**config.mk**
```make
export PLATFORM = sky130hd
export DESIGN_NAME = div_unit
export DESIGN_NICKNAME = d
export VERILOG_FILES = /design/src/rtl/div_unit_pkg.sv /design/src/rtl/div_unit_step.sv /design/src/rtl/div_unit.sv
export SDC_FILE = /design/constraint.sdc
export NUM_CORES = 1
export LEC_CHECK = 0
export ABC_AREA = 0
export CORE_MARGIN = 2
export CORE_UTILIZATION = 50
export CTS_BUF_LIST = sky130_fd_sc_hd__clkbuf_8
export CTS_CLUSTER_DIAMETER = 150
export DETAILED_ROUTE_END_ITERATION = 6
export GPL_ROUTABILITY_DRIVEN = 0
export GPL_TIMING_DRIVEN = 1
export PLACE_DENSITY = 0.75
export SETUP_SLACK_MARGIN = 0.5
export SYNTH_ARGS = -nofsm -noshare
export SYNTH_HDL_FRONTEND = slang
export SYNTH_SLANG_ARGS = --single-unit
```
**constraint.sdc**
```tcl
create_clock -name clk -period 5.39 [get_ports clk]
set_input_delay 0.8085 -clock clk [delete_from_list [all_inputs] [get_ports clk]]
set_output_delay 0.8085 -clock clk [all_outputs]
set_load 0.01 [all_outputs]
```
**src/rtl/div_unit_pkg.sv**
```systemverilog
// Shared definitions for the multi-cycle divider: FSM state encodings and
// the ready/start level names used by div_unit and its step datapath.
package div_unit_pkg;

  typedef enum logic [1:0] {
    DivFree   = 2'd0,
    DivByZero = 2'd1,
    DivOn     = 2'd2,
    DivEnd    = 2'd3
  } div_state_e;

  localparam logic DivResultReady    = 1'b1;
  localparam logic DivResultNotReady = 1'b0;
  localparam logic DivStart          = 1'b1;
  localparam logic DivStop           = 1'b0;

endpackage

```
**src/rtl/div_unit_step.sv**
```systemverilog
// Combinational restoring-division slice: retires BITS_PER_CYCLE quotient bits
// by chaining single-bit shift / trial-subtract stages, MSB first.
module div_step #(
  parameter int DATA_W         = 32,
  parameter int BITS_PER_CYCLE = 1
) (
  input  logic [DATA_W-1:0]         partial_rem,
  input  logic [BITS_PER_CYCLE-1:0] dvd_bits,
  input  logic [DATA_W-1:0]         divisor,
  output logic [DATA_W-1:0]         next_rem,
  output logic [BITS_PER_CYCLE-1:0] quo_bits
);

  for (genvar gi = 0; gi < BITS_PER_CYCLE; gi++) begin : g_stage
    logic [DATA_W-1:0] rem_prev;
    logic [DATA_W-1:0] rem_out;
    logic [DATA_W:0]   trial;
    logic [DATA_W:0]   diff;

    if (gi == 0) begin : g_first
      assign rem_prev = partial_rem;
    end else begin : g_rest
      assign rem_prev = g_stage[gi-1].rem_out;
    end

    // partial remainder stays below the divisor, so the borrow bit alone
    // decides whether the trial subtraction succeeded
    assign trial = {rem_prev, dvd_bits[BITS_PER_CYCLE-1-gi]};
    assign diff  = trial - {1'b0, divisor};
    assign quo_bits[BITS_PER_CYCLE-1-gi] = ~diff[DATA_W];
    assign rem_out = diff[DATA_W] ? trial[DATA_W-1:0] : diff[DATA_W-1:0];
  end

  assign next_rem = g_stage[BITS_PER_CYCLE-1].rem_out;

endmodule

```
**src/rtl/div_unit.sv**
```systemverilog
// Multi-cycle signed/unsigned integer divider, result = {remainder, quotient}.
// Optional macro DIV_EARLY_OUT_EN: finish in one edge when |dividend| < |divisor|.
module div_unit
  import div_unit_pkg::*;
#(
  parameter int DATA_W         = 32,
  parameter int BITS_PER_CYCLE = 1
) (
  input  logic                  clk,
  input  logic                  rst,
  input  logic                  start_i,
  input  logic                  signed_div_i,
  input  logic [DATA_W-1:0]     opdata1_i,
  input  logic [DATA_W-1:0]     opdata2_i,
  input  logic                  annul_i,
  output logic [2*DATA_W-1:0]   result_o,
  output logic                  ready_o
);

  localparam int K     = DATA_W / BITS_PER_CYCLE;
  localparam int CNT_W = $clog2(K + 1);
  localparam logic [CNT_W-1:0] LAST_CNT = CNT_W'(K - 1);

  div_state_e state_reg, state_next;
  logic [DATA_W-1:0]   dvd_reg, dvd_next;
  logic [DATA_W-1:0]   dsr_reg, dsr_next;
  logic [DATA_W-1:0]   rem_reg, rem_next;
  logic [DATA_W-1:0]   quo_reg, quo_next;
  logic [CNT_W-1:0]    cnt_reg, cnt_next;
  logic                q_neg_reg, q_neg_next;
  logic                r_neg_reg, r_neg_next;
  logic [2*DATA_W-1:0] result_reg, result_next;
  logic                ready_reg, ready_next;

  logic                      op1_neg, op2_neg;
  logic [DATA_W-1:0]         op1_mag, op2_mag;
  logic [DATA_W-1:0]         step_rem, quo_shifted, final_quo, final_rem;
  logic [BITS_PER_CYCLE-1:0] step_quo_bits;

  assign op1_neg = signed_div_i & opdata1_i[DATA_W-1];
  assign op2_neg = signed_div_i & opdata2_i[DATA_W-1];
  assign op1_mag = op1_neg ? -opdata1_i : opdata1_i;
  assign op2_mag = op2_neg ? -opdata2_i : opdata2_i;

  div_step #(
    .DATA_W         (DATA_W),
    .BITS_PER_CYCLE (BITS_PER_CYCLE)
  ) u_step (
    .partial_rem (rem_reg),
    .dvd_bits    (dvd_reg[DATA_W-1 -: BITS_PER_CYCLE]),
    .divisor     (dsr_reg),
    .next_rem    (step_rem),
    .quo_bits    (step_quo_bits)
  );

  // MIN / -1 needs no special case: magnitude 2^(W-1) with positive sign
  // already encodes as MIN, and the remainder comes out zero
  assign quo_shifted = {quo_reg[DATA_W-BITS_PER_CYCLE-1:0], step_quo_bits};
  assign final_quo   = q_neg_reg ? -quo_shifted : quo_shifted;
  assign final_rem   = r_neg_reg ? -step_rem : step_rem;

  always_comb begin
    state_next  = state_reg;
    dvd_next    = dvd_reg;
    dsr_next    = dsr_reg;
    rem_next    = rem_reg;
    quo_next    = quo_reg;
    cnt_next    = cnt_reg;
    q_neg_next  = q_neg_reg;
    r_neg_next  = r_neg_reg;
    result_next = result_reg;
    ready_next  = ready_reg;
    case (state_reg)
      DivFree: begin
        if (start_i == DivStart && !annul_i) begin
          if (opdata2_i == '0) begin
            state_next = DivByZero;
          end
`ifdef DIV_EARLY_OUT_EN
          else if (op1_mag < op2_mag) begin
            state_next  = DivEnd;
            result_next = {opdata1_i, {DATA_W{1'b0}}};
            ready_next  = DivResultReady;
          end
`endif
          else begin
            state_next = DivOn;
            dvd_next   = op1_mag;
            dsr_next   = op2_mag;
            rem_next   = '0;
            quo_next   = '0;
            cnt_next   = '0;
            q_neg_next = op1_neg ^ op2_neg;
            r_neg_next = op1_neg;
          end
        end
      end
      DivByZero: begin
        state_next  = DivEnd;
        result_next = '0;
        ready_next  = DivResultReady;
      end
      DivOn: begin
        if (annul_i || start_i == DivStop) begin
          state_next = DivFree;
        end else begin
          dvd_next = dvd_reg << BITS_PER_CYCLE;
          rem_next = step_rem;
          quo_next = quo_shifted;
          cnt_next = cnt_reg + CNT_W'(1);
          if (cnt_reg == LAST_CNT) begin
            state_next  = DivEnd;
            result_next = {final_rem, final_quo};
            ready_next  = DivResultReady;
          end
        end
      end
      DivEnd: begin
        if (start_i == DivStop) begin
          state_next  = DivFree;
          result_next = '0;
          ready_next  = DivResultNotReady;
        end
      end
      default: state_next = DivFree;
    endcase
  end

  always_ff @(posedge clk) begin
    if (!rst) begin
      state_reg  <= DivFree;
      dvd_reg    <= '0;
      dsr_reg    <= '0;
      rem_reg    <= '0;
      quo_reg    <= '0;
      cnt_reg    <= '0;
      q_neg_reg  <= 1'b0;
      r_neg_reg  <= 1'b0;
      result_reg <= '0;
      ready_reg  <= DivResultNotReady;
    end else begin
      state_reg  <= state_next;
      dvd_reg    <= dvd_next;
      dsr_reg    <= dsr_next;
      rem_reg    <= rem_next;
      quo_reg    <= quo_next;
      cnt_reg    <= cnt_next;
      q_neg_reg  <= q_neg_next;
      r_neg_reg  <= r_neg_next;
      result_reg <= result_next;
      ready_reg  <= ready_next;
    end
  end

  assign result_o = result_reg;
  assign ready_o  = ready_reg;

endmodule
```
== Word-level counts from Yosys, hierarchy flattened ==
Cells that the tools add are included.

* Register bits after elaboration: 202
* Input port bits: 69
* Output and inout bits: 65
* Logic and storage cells: 76

* Add/subtract/negate cells: 6
* Eq/ne operators: 10
* Multiplexer cells: 33
* Bitwise operators: 6
* Reductions and logical operators: 11

{| class="wikitable"
|+ Operators with widths
! cell !! count
|-
| $mux 32 || 11
|-
| $mux 64 || 3
|-
| $pmux 64 s3 || 1
|-
| $neg 32->32 || 4
|-
| $pmux 32 s2 || 2
|-
| $pmux 31 s2 || 1
|-
| $sub 33x32->33 || 1
|-
| $logic_not 32->1 || 1
|-
| $mux 31 || 1
|-
| $mux 6 || 3
|-
| $pmux 6 s2 || 1
|-
| $mux 2 || 5
|-
| $ne 2x2->1 const B || 5
|-
| $pmux 2 s4 || 1
|-
| $reduce_and 4->1 || 2
|-
| $add 6x1->6 const B || 1
|-
| $eq 6x5->1 const B || 1
|-
| $reduce_and 3->1 || 2
|-
| $eq 2x2->1 const B || 2
|-
| $mux 1 || 3
|-
| $ne 3x3->1 const B || 1
|-
| $not 1->1 || 3
|-
| $pmux 1 s3 || 1
|-
| $reduce_bool 3->1 || 1
|-
| 8 further kinds || 9
|}

== Depth between registers and ports, before layout ==
Gate-level depths: netlist (run 1).

* Word-level depth: 7
* Gate-level depth with buffers: 23
* Mapped depth without buffers: 21

== By module ==
Synthesis (run 1) repeated with hierarchy kept, for this count alone.

* Cell total of the unflattened synthesis: 1501
* Area total of the unflattened synthesis: 12240.5 µm²

{| class="wikitable"
|+ Modules (own cells, without submodules)
! module !! times used !! cells an instance !! area each (µm²) !! seq. area each (µm²)
|-
| div_unit || 1 || 1190 || 9984.6 || 4043.9
|-
| div_step || 1 || 311 || 2255.9 || 0.0
|}

== Least setup slack after synthesis (run 1) ==
No wires, ideal clock.

* Path type: flip-flop to flip-flop
* From: reg dvd_reg[31]
* To: reg result_reg[58] (netlist: result_o[58])
* Library setup time: 0.126 ns
* Arrival time: 4.355 ns
* Data required time: 5.264 ns
* Slack: 0.909 ns
* Stages on the path, launching flop included: 22
* Path buffers: 2
* Clock period less this slack: 4.481 ns
* Cell sequence: dfxtp_1 -> inv_1 -> ha_1 -> inv_1 -> fa_1 -> a211oi_2 -> o31a_4 -> a2111oi_4 -> o311a_2 -> nor3_2 -> nor2_4 -> inv_2 -> buf_2 -> buf_1 -> o21ai_0 -> inv_1 -> ha_1 -> o21ai_0 -> or3b_1 -> o41ai_2 -> xnor2_1 -> o21ai_1

* Word-level cells in the longest chain between the ends: 7

{| class="wikitable"
|+ Ends and longest elaborated chain
! element !! line !! source
|-
| from (decl) || div_unit.sv:25 || <nowiki>logic [DATA_W-1:0] dvd_reg, dvd_next;</nowiki>
|-
| from (signal assigned) || div_unit.sv:143 || <nowiki>dvd_reg <= dvd_next;</nowiki>
|-
| $sub 33x32->33 || div_unit_step.sv:29 || <nowiki>assign diff = trial - {1'b0, divisor};</nowiki>
|-
| $mux 32 * || div_unit_step.sv:31 || <nowiki>assign rem_out = diff[DATA_W] ? trial[DATA_W-1:0] : diff[DATA_W-1:0];</nowiki>
|-
| $neg 32->32 || div_unit.sv:60 || <nowiki>assign final_rem = r_neg_reg ? -step_rem : step_rem;</nowiki>
|-
| $mux 32 * || div_unit.sv:60 ||
|-
| $mux 64 * || div_unit.sv:111 || <nowiki>if (cnt_reg == LAST_CNT) begin</nowiki>
|-
| $mux 64 * || div_unit.sv:104 || <nowiki>if (annul_i || start_i == DivStop) begin</nowiki>
|-
| $pmux 64 s3 * || div_unit.sv:73 || <nowiki>case (state_reg)</nowiki>
|-
| to (signal assigned) || div_unit.sv:150 || <nowiki>result_reg <= result_next;</nowiki>
|-
| to (decl) || div_unit.sv:32 || <nowiki>logic [2*DATA_W-1:0] result_reg, result_next;</nowiki>
|}

Mark *: on every way between the ends. The rest lies on a longest branch, timed or not. The select of a mux whose other input is x is not followed.
A chain may end at the register's enable or synchronous reset.

== Worst setup path after layout (run 1) ==
* From: reg dvd_reg[31]
* To: reg result_reg[63] (netlist: result_o[63])

Same word-level chain as after synthesis.

==> impl_metrics.yaml, run 1 <==
cts:
  cts_tree: "done"
  cts_root_buf: "clkbuf_8"
  htreeDepth: 2
  cts_made_buffers: 36
  cts_max_path_buffers: 3
  clkSlewWorstSetupHoldPaths_ns: 0.06
  postCtsHoldBufs: 0
  clock-sinks: 202
  clock_latency_ns: 0.54
placement:
  detailed_place_hpwl_um: 25800
  portBuffers: 133
  post-place-ws_ns: 0.700
  placed_cells: 1978
yosys:
  yosysTopAreaCell: "dfxtp_1"
  synth.most_common_cell: "dfxtp_1"
  async_reset_ff_frac: 0
  synth_edf_count: 0
  synth.area.top_cells: "dfxtp_1, xnor2_1, nor2b_1, a22oi_1, nand2_1"
  synth_top_area_share: 0.314
  synth_nets: 1721
  synth-main-ff-cell: "dfxtp_1"
  yosys_warnings: 0
  postSynthAreaPerCell_um2: 7.98
  synthCells: 1614
  synth_seq_cells: 202
  synth_common_cells: "dfxtp_1, nand2_1, nor2b_1"
  syn-cell-area_um2: 12900
  synth_seq_area_share: 0.314
  synth_cell_types: 87
worst_setup_path:
  crit_top_cell: "inv_1"
  cp_cell_sequence: "inv_1, ha_1, inv_1, fa_1, a211oi_2, o31a_4, a2111oi_4, o311a_2, nor3_4, nor2_4, inv_2, buf_4, o41ai_4, or4b_1, o41a_1, xor2_1, o21ai_1"
  worstRegToRegCells: 17
  cp_num_cells: 17
  r2r_end: "result_o[63]"
  worstPathArrival_ns: 5.04
  cpLargestDelayFamily: "compound AO/OA/AOI/OAI gates"
  cpMaxStageDelayCell: "a2111oi_4"
  cp_max_fo: 21
  critPathKind: "flip-flop to flip-flop"
  critPathMaxStageDelay_ns: 0.51
  crit_required_ns: 5.78
  endpoint_kind: "flip-flop"
  ff2ff_setup_slack_ns: 0.74
  cp.buffers_inverters: 4
  r2r-start: "dvd_reg[31]"
  startpoint_type: "flip-flop"
floorplanning:
  core_um2: 25300
  pin_count: 134
  die_w_um: 165
  die_h_um: 165
  start_util: 0.510
  dieArea_um2: 27100
  rows: 58
pwr:
  pwr-share-clk: 0.383
  p_leak_nw: 5.84
  power_density_nw_per_um2: 231
  fin_total_pwr_w: 0.00347
  ir_drop_mv: 0.157
  seqPwrFrac: 0.446
  power.switching_w: 0.000997
  p_sw_frac: 0.287
  internal_power_w: 0.00247
  p_comb_frac: 0.171
drt:
  wirelength_um: 35100
  via_per_inst: 5.97
  drt-pass1-iter-count: 5
  routedWlPerCell_um: 17.2
  antenna_left: 0
  route.detailed.drc: 0
  dr.first_iter.drc_count: 924
  vias: 12200
global_route:
  antenna_found_initial: 0
  grt-ovfl-total: 0
  grt_pass1_wl_um: 57400
  grt_usage: 0.259
  grt_pass1_vias: 11500
  grt_max_degree: 113
cells_and_area:
  layout.cells.non_filler: 2041
  nets: 1799
  syn2layout_area_growth_pct: 16.5
  antennaDiodeCount: 0
  seq_area_um2: 4040
  largest_reg_flops: 64
  fill_cells: 2266
  layout-drive-gt1-share: 0.0614
  post-route-util: 0.594
  multiInputGateArea_um2: 8210
timing:
  relSlewSlack: 0.249
  skew_ns: 0.0219
  max_freq_mhz: 215
  fin_ws_ns: 0.743
  hold_viol_final: 0
  fin_crit_sh: 0.862
  worst_pin_slew_ns: 1.13
  slew_violations: 0
  period_needed_ns: 4.65
  rsz0062_at_grt: "false"
  setup_viol_count_final: 0
  fin_setup_tns_ns: 0
run_status:
  status: "finished, final reports clean"
hold_path:
  whs_endpoint: "result_o[51]"
  worstHoldStart: "result_o[51]"
  hold_class: "flip-flop to flip-flop"
  min_path_cells: 2
flow_run:
  cap_violations: 0
[layout make-up]
cell class | count | share of cell area
Clock inverter | 15 | 0.00475
Sequential cell | 202 | 0.270
Timing Repair Buffer | 149 | 0.0974
Tap cell | 330 | 0.0275
Multi-Input combinational cell | 1243 | 0.547
Inverter | 60 | 0.0150
Clock buffer | 42 | 0.0385
[how the worst max path moves through the flow]
| stage | end | from |
|---|---|---|
| 2_1_floorplan | result_o[58] | dvd_reg[31] |
| 3_3_place_gp | result_o[63] | dvd_reg[31] |
| 3_5_place_dp | result_o[58] | dvd_reg[31] |
| 4_1_cts | result_o[58] | dvd_reg[31] |
| 5_1_grt | result_o[58] | dvd_reg[31] |
| 6_report | result_o[63] | dvd_reg[31] |
[placed cells by master, fill, tap and decap left out, types with 5 or more instances in the layout]
| cell | n |
|---|---|
| a211oi_1 | 26 |
| a21boi_0 | 11 |
| a21o_1 | 10 |
| a21oi_1 | 114 |
| a221oi_1 | 5 |
| a22oi_1 | 78 |
| and2_1 | 18 |
| and3_1 | 7 |
| buf_4 | 16 |
| clkbuf_8 | 42 |
| clkdlybuf4s50_1 | 132 |
| clkinv_2 | 6 |
| dfxtp_1 | 202 |
| ha_1 | 37 |
| inv_1 | 67 |
| mux2_2 | 5 |
| mux2i_1 | 18 |
| nand2_1 | 154 |
| nand2b_1 | 9 |
| nand3_1 | 17 |
| nand4_1 | 17 |
| nor2_1 | 115 |
| nor2b_1 | 119 |
| nor3_1 | 28 |
| nor4_1 | 20 |
| o211a_1 | 34 |
| o211ai_1 | 7 |
| o21a_1 | 12 |
| o21ai_0 | 89 |
| o21ai_1 | 8 |
| o22ai_1 | 5 |
| o31ai_1 | 26 |
| o41ai_1 | 14 |
| or2_2 | 6 |
| or3_1 | 6 |
| or4_1 | 9 |
| xnor2_1 | 93 |
| xor2_1 | 53 |
[stage by stage]
| stage | cell area [um^2] | hold slack [ns] |
|---|---|---|
| detailed placement | 14300 | 0.447 |
| floorplan | 12900 | 0.441 |
| CTS | 14900 | 0.459 |
| finish | 15000 | 0.452 |
| global placement | 14300 | 0.435 |
| global route | 15000 | 0.474 |
[cells by family (layout without fill, tap and decap cells)]
kind of cell,Yosys count,after routing,synth area share
compound gates,488,488,0.265
xor+xnor,146,146,0.0993
fa+ha+maj,38,38,0.0375
buf+inv,169,266,0.0512
flops,202,202,0.314
mux,25,25,0.0206
simple gates,546,546,0.213
[power groups by stage]
| stage | logic, W | clock network [W] | registers (W) |
|---|---|---|---|
| 6_report | 0.000593 | 0.00133 | 0.00155 |
| 5_1_grt | 0.000650 | 0.00143 | 0.00155 |
| 4_1_cts | 0.000583 | 0.00136 | 0.00155 |
| 3_5_place_dp | 0.000581 | 0 | 0.00158 |
| 3_3_place_gp | 0.000573 | 0 | 0.00158 |
| 2_1_floorplan | 0.000413 | 0 | 0.00157 |
[worst min-delay path: stages (launching register included)]
cell,delay (ns)
dfxtp_1,0.32
nand2_1,0.04
o21ai_0,0.05
[metal layers]
| layer | part of all wire | vias to the layer above | routed length (um) | global-route usage |
|---|---|---|---|---|
| met2 | 0.46 | 409 | 16100 | 0.429 |
| met3 | 0.058 | 117 | 2040 | 0.0434 |
| li1 | - | 5911 | - | - |
| met4 | 0.046 | 0 | 1620 | 0.120 |
| met5 | 0 | - | 0 | 0 |
| met1 | 0.44 | 5742 | 15300 | 0.329 |
[timing repair]
| item | in CTS | in global routing |
|---|---|---|
| resized for setup | 0 | 2 |
| buffers inserted | 0 | 6 |
| endpoints found under the setup margin | 0 | 11 |
| endpoints found under the hold margin | 0 | 0 |
(Power assumes the default switching activity.)
==> run 2: changes to the inputs <==
--- a/config.mk
+++ b/config.mk
@@ -10,11 +10,11 @@
 export CORE_UTILIZATION = 50
 export CTS_BUF_LIST = sky130_fd_sc_hd__clkbuf_8
 export CTS_CLUSTER_DIAMETER = 150
+export CTS_CLUSTER_SIZE = 12
 export DETAILED_ROUTE_END_ITERATION = 6
 export GPL_ROUTABILITY_DRIVEN = 0
 export GPL_TIMING_DRIVEN = 1
 export PLACE_DENSITY = 0.75
-export SETUP_SLACK_MARGIN = 0.5
 export SYNTH_ARGS = -nofsm -noshare
 export SYNTH_HDL_FRONTEND = slang
 export SYNTH_SLANG_ARGS = --single-unit
==> impl_metrics.yaml, run 2 (synthesis results as in run 1) <==
run_status:
  status: "finished, final reports clean"
worst_setup_path:
  cp_cell_sequence: "inv_1, ha_1, inv_1, fa_1, a211oi_2, o31a_4, a2111oi_4, o311a_2, nor3_2, nor2_4, inv_2, o21ai_0, inv_1, ha_1, o21ai_0, or3b_1, o41ai_2, xnor2_1, o21ai_1"
  critPathKind: "flip-flop to flip-flop"
  cp_num_cells: 19
  endpoint_kind: "flip-flop"
  critPathMaxStageDelay_ns: 0.53
  crit_required_ns: 5.80
  worstPathArrival_ns: 5.20
  crit_top_cell: "inv_1"
  worstRegToRegCells: 19
  cp.buffers_inverters: 4
  cpMaxStageDelayCell: "nor3_2"
  cpLargestDelayFamily: "compound AO/OA/AOI/OAI gates"
  cp_max_fo: 12
  startpoint_type: "flip-flop"
pwr:
  p_leak_nw: 5.59
  power_density_nw_per_um2: 206
  ir_drop_mv: 0.114
  fin_total_pwr_w: 0.00300
global_route:
  antenna_found_initial: 0
  grt-ovfl-total: 0
  grt_max_degree: 113
  grt_pass1_vias: 11300
  grt_pass1_wl_um: 57100
  grt_usage: 0.256
cells_and_area:
  fill_cells: 2317
  antennaDiodeCount: 0
  final_cell_mix: "dfxtp_1, nand2_1, clkdlybuf4s50_1"
  syn2layout_area_growth_pct: 13.3
  nets: 1777
  final_common_cell: "dfxtp_1"
  largest_reg_flops: 64
  layout-drive-gt1-share: 0.0431
floorplanning:
  start_util: 0.510
  die_w_um: 165
  core_um2: 25300
  pin_count: 134
  rows: 58
  die_h_um: 165
  dieArea_um2: 27100
drt:
  route.detailed.drc: 0
  vias: 12000
  wirelength_um: 34600
  antenna_left: 0
  routedWlPerCell_um: 17.3
  drt-pass1-iter-count: 5
  dr.first_iter.drc_count: 940
  via_per_inst: 6.01
cts:
  htreeDepth: 1
  postCtsHoldBufs: 0
  clock_latency_ns: 0.55
  cts_tree: "done"
  clock-sinks: 202
  clkSlewWorstSetupHoldPaths_ns: 0.08
  cts_root_buf: "clkbuf_8"
  cts_max_path_buffers: 3
  postCtsSetupBuffers: 0
  cts_made_buffers: 20
  ctsResizeCount: 0
timing:
  worst_pin_slew_ns: 1.11
  hold_viol_final: 0
  setup_viol_count_final: 0
  skew_ns: 0.0187
  relSlewSlack: 0.260
  max_freq_mhz: 209
  fin_crit_sh: 0.889
  slew_violations: 0
  rsz0062_at_grt: "false"
  period_needed_ns: 4.79
  fin_setup_tns_ns: 0
placement:
  detailed_place_hpwl_um: 25800
  portBuffers: 133
flow_run:
  cap_violations: 0
hold_path:
  min_path_cells: 2
  hold_class: "flip-flop to flip-flop"
[run 2: changes by cell type in the layout (fill, tap and decap cells not counted)]
cell       previous run  this run
clkbuf_8             42        21
inv_1                67        59
buf_4                16        10
clkinv_2              6         0
a2111oi_0             0         1
a2111oi_1             1         0
inv_6                 0         1
inv_8                 1         0
nor3_2                0         1
nor3_4                1         0
[run 2: path summary, 6_finish.rpt]
check	startpoint	endpoint	slack, ns
min reg2reg	result_o[51]	result_o[51]	0.46
max	dvd_reg[31]	result_o[58]	0.60
max reg2reg	dvd_reg[31]	result_o[58]	0.60
min	result_o[51]	result_o[51]	0.46
[run 2: area by class of cell]
cell class / instances / area, um^2 / area share
multi-input combinational: 1243 / 8200 / 0.562
sequential: 202 / 4040 / 0.277
timing repair buffer: 143 / 1420 / 0.0970
tap: 330 / 413 / 0.0283
clock buffer: 21 / 289 / 0.0198
inverter: 60 / 225 / 0.0154
clock inverter: 1 / 8.76 / 0.000600
[run 2: metrics by stage]
stage	utilization	instances	setup slack [ns]	instance area (um^2)	hold slack, ns
2_1_floorplan	-	1614	0.909	12900	0.441
3_3_place_gp	0.566	1978	0.865	14300	0.435
3_5_place_dp	0.566	1978	0.700	14300	0.447
4_1_cts	0.578	2000	0.670	14600	0.465
5_1_grt	0.578	2000	0.267	14600	0.477
6_report	0.578	2000	0.597	14600	0.457
[run 2: per-layer routing]
layer	up-vias	global-route usage	share of wire
li1	5846	-	-
met1	5661	0.332	0.43
met2	402	0.428	0.46
met3	101	0.0367	0.063
met4	0	0.104	0.041
met5	-	0	0
[run 2: power breakdown]
| group | switching [W] | leakage (nW) | internal (W) |
|---|---|---|---|
| combinational | 0.000350 | 3.80 | 0.000240 |
| clock | 0.000519 | 0.156 | 0.000350 |
| sequential | 0.0000219 | 1.64 | 0.00152 |
[run 2: worst register-to-register path, delay by kind of cell (launching register included)]
kind,cells,cell delay (ns)
AO/OA/AOI/OAI,8,1.79
XOR/XNOR,1,0.18
adder cells (fa/ha/maj),3,0.81
buffers and inverters,4,0.44
flip-flops,1,0.34
AND/OR/NAND/NOR,3,1.11
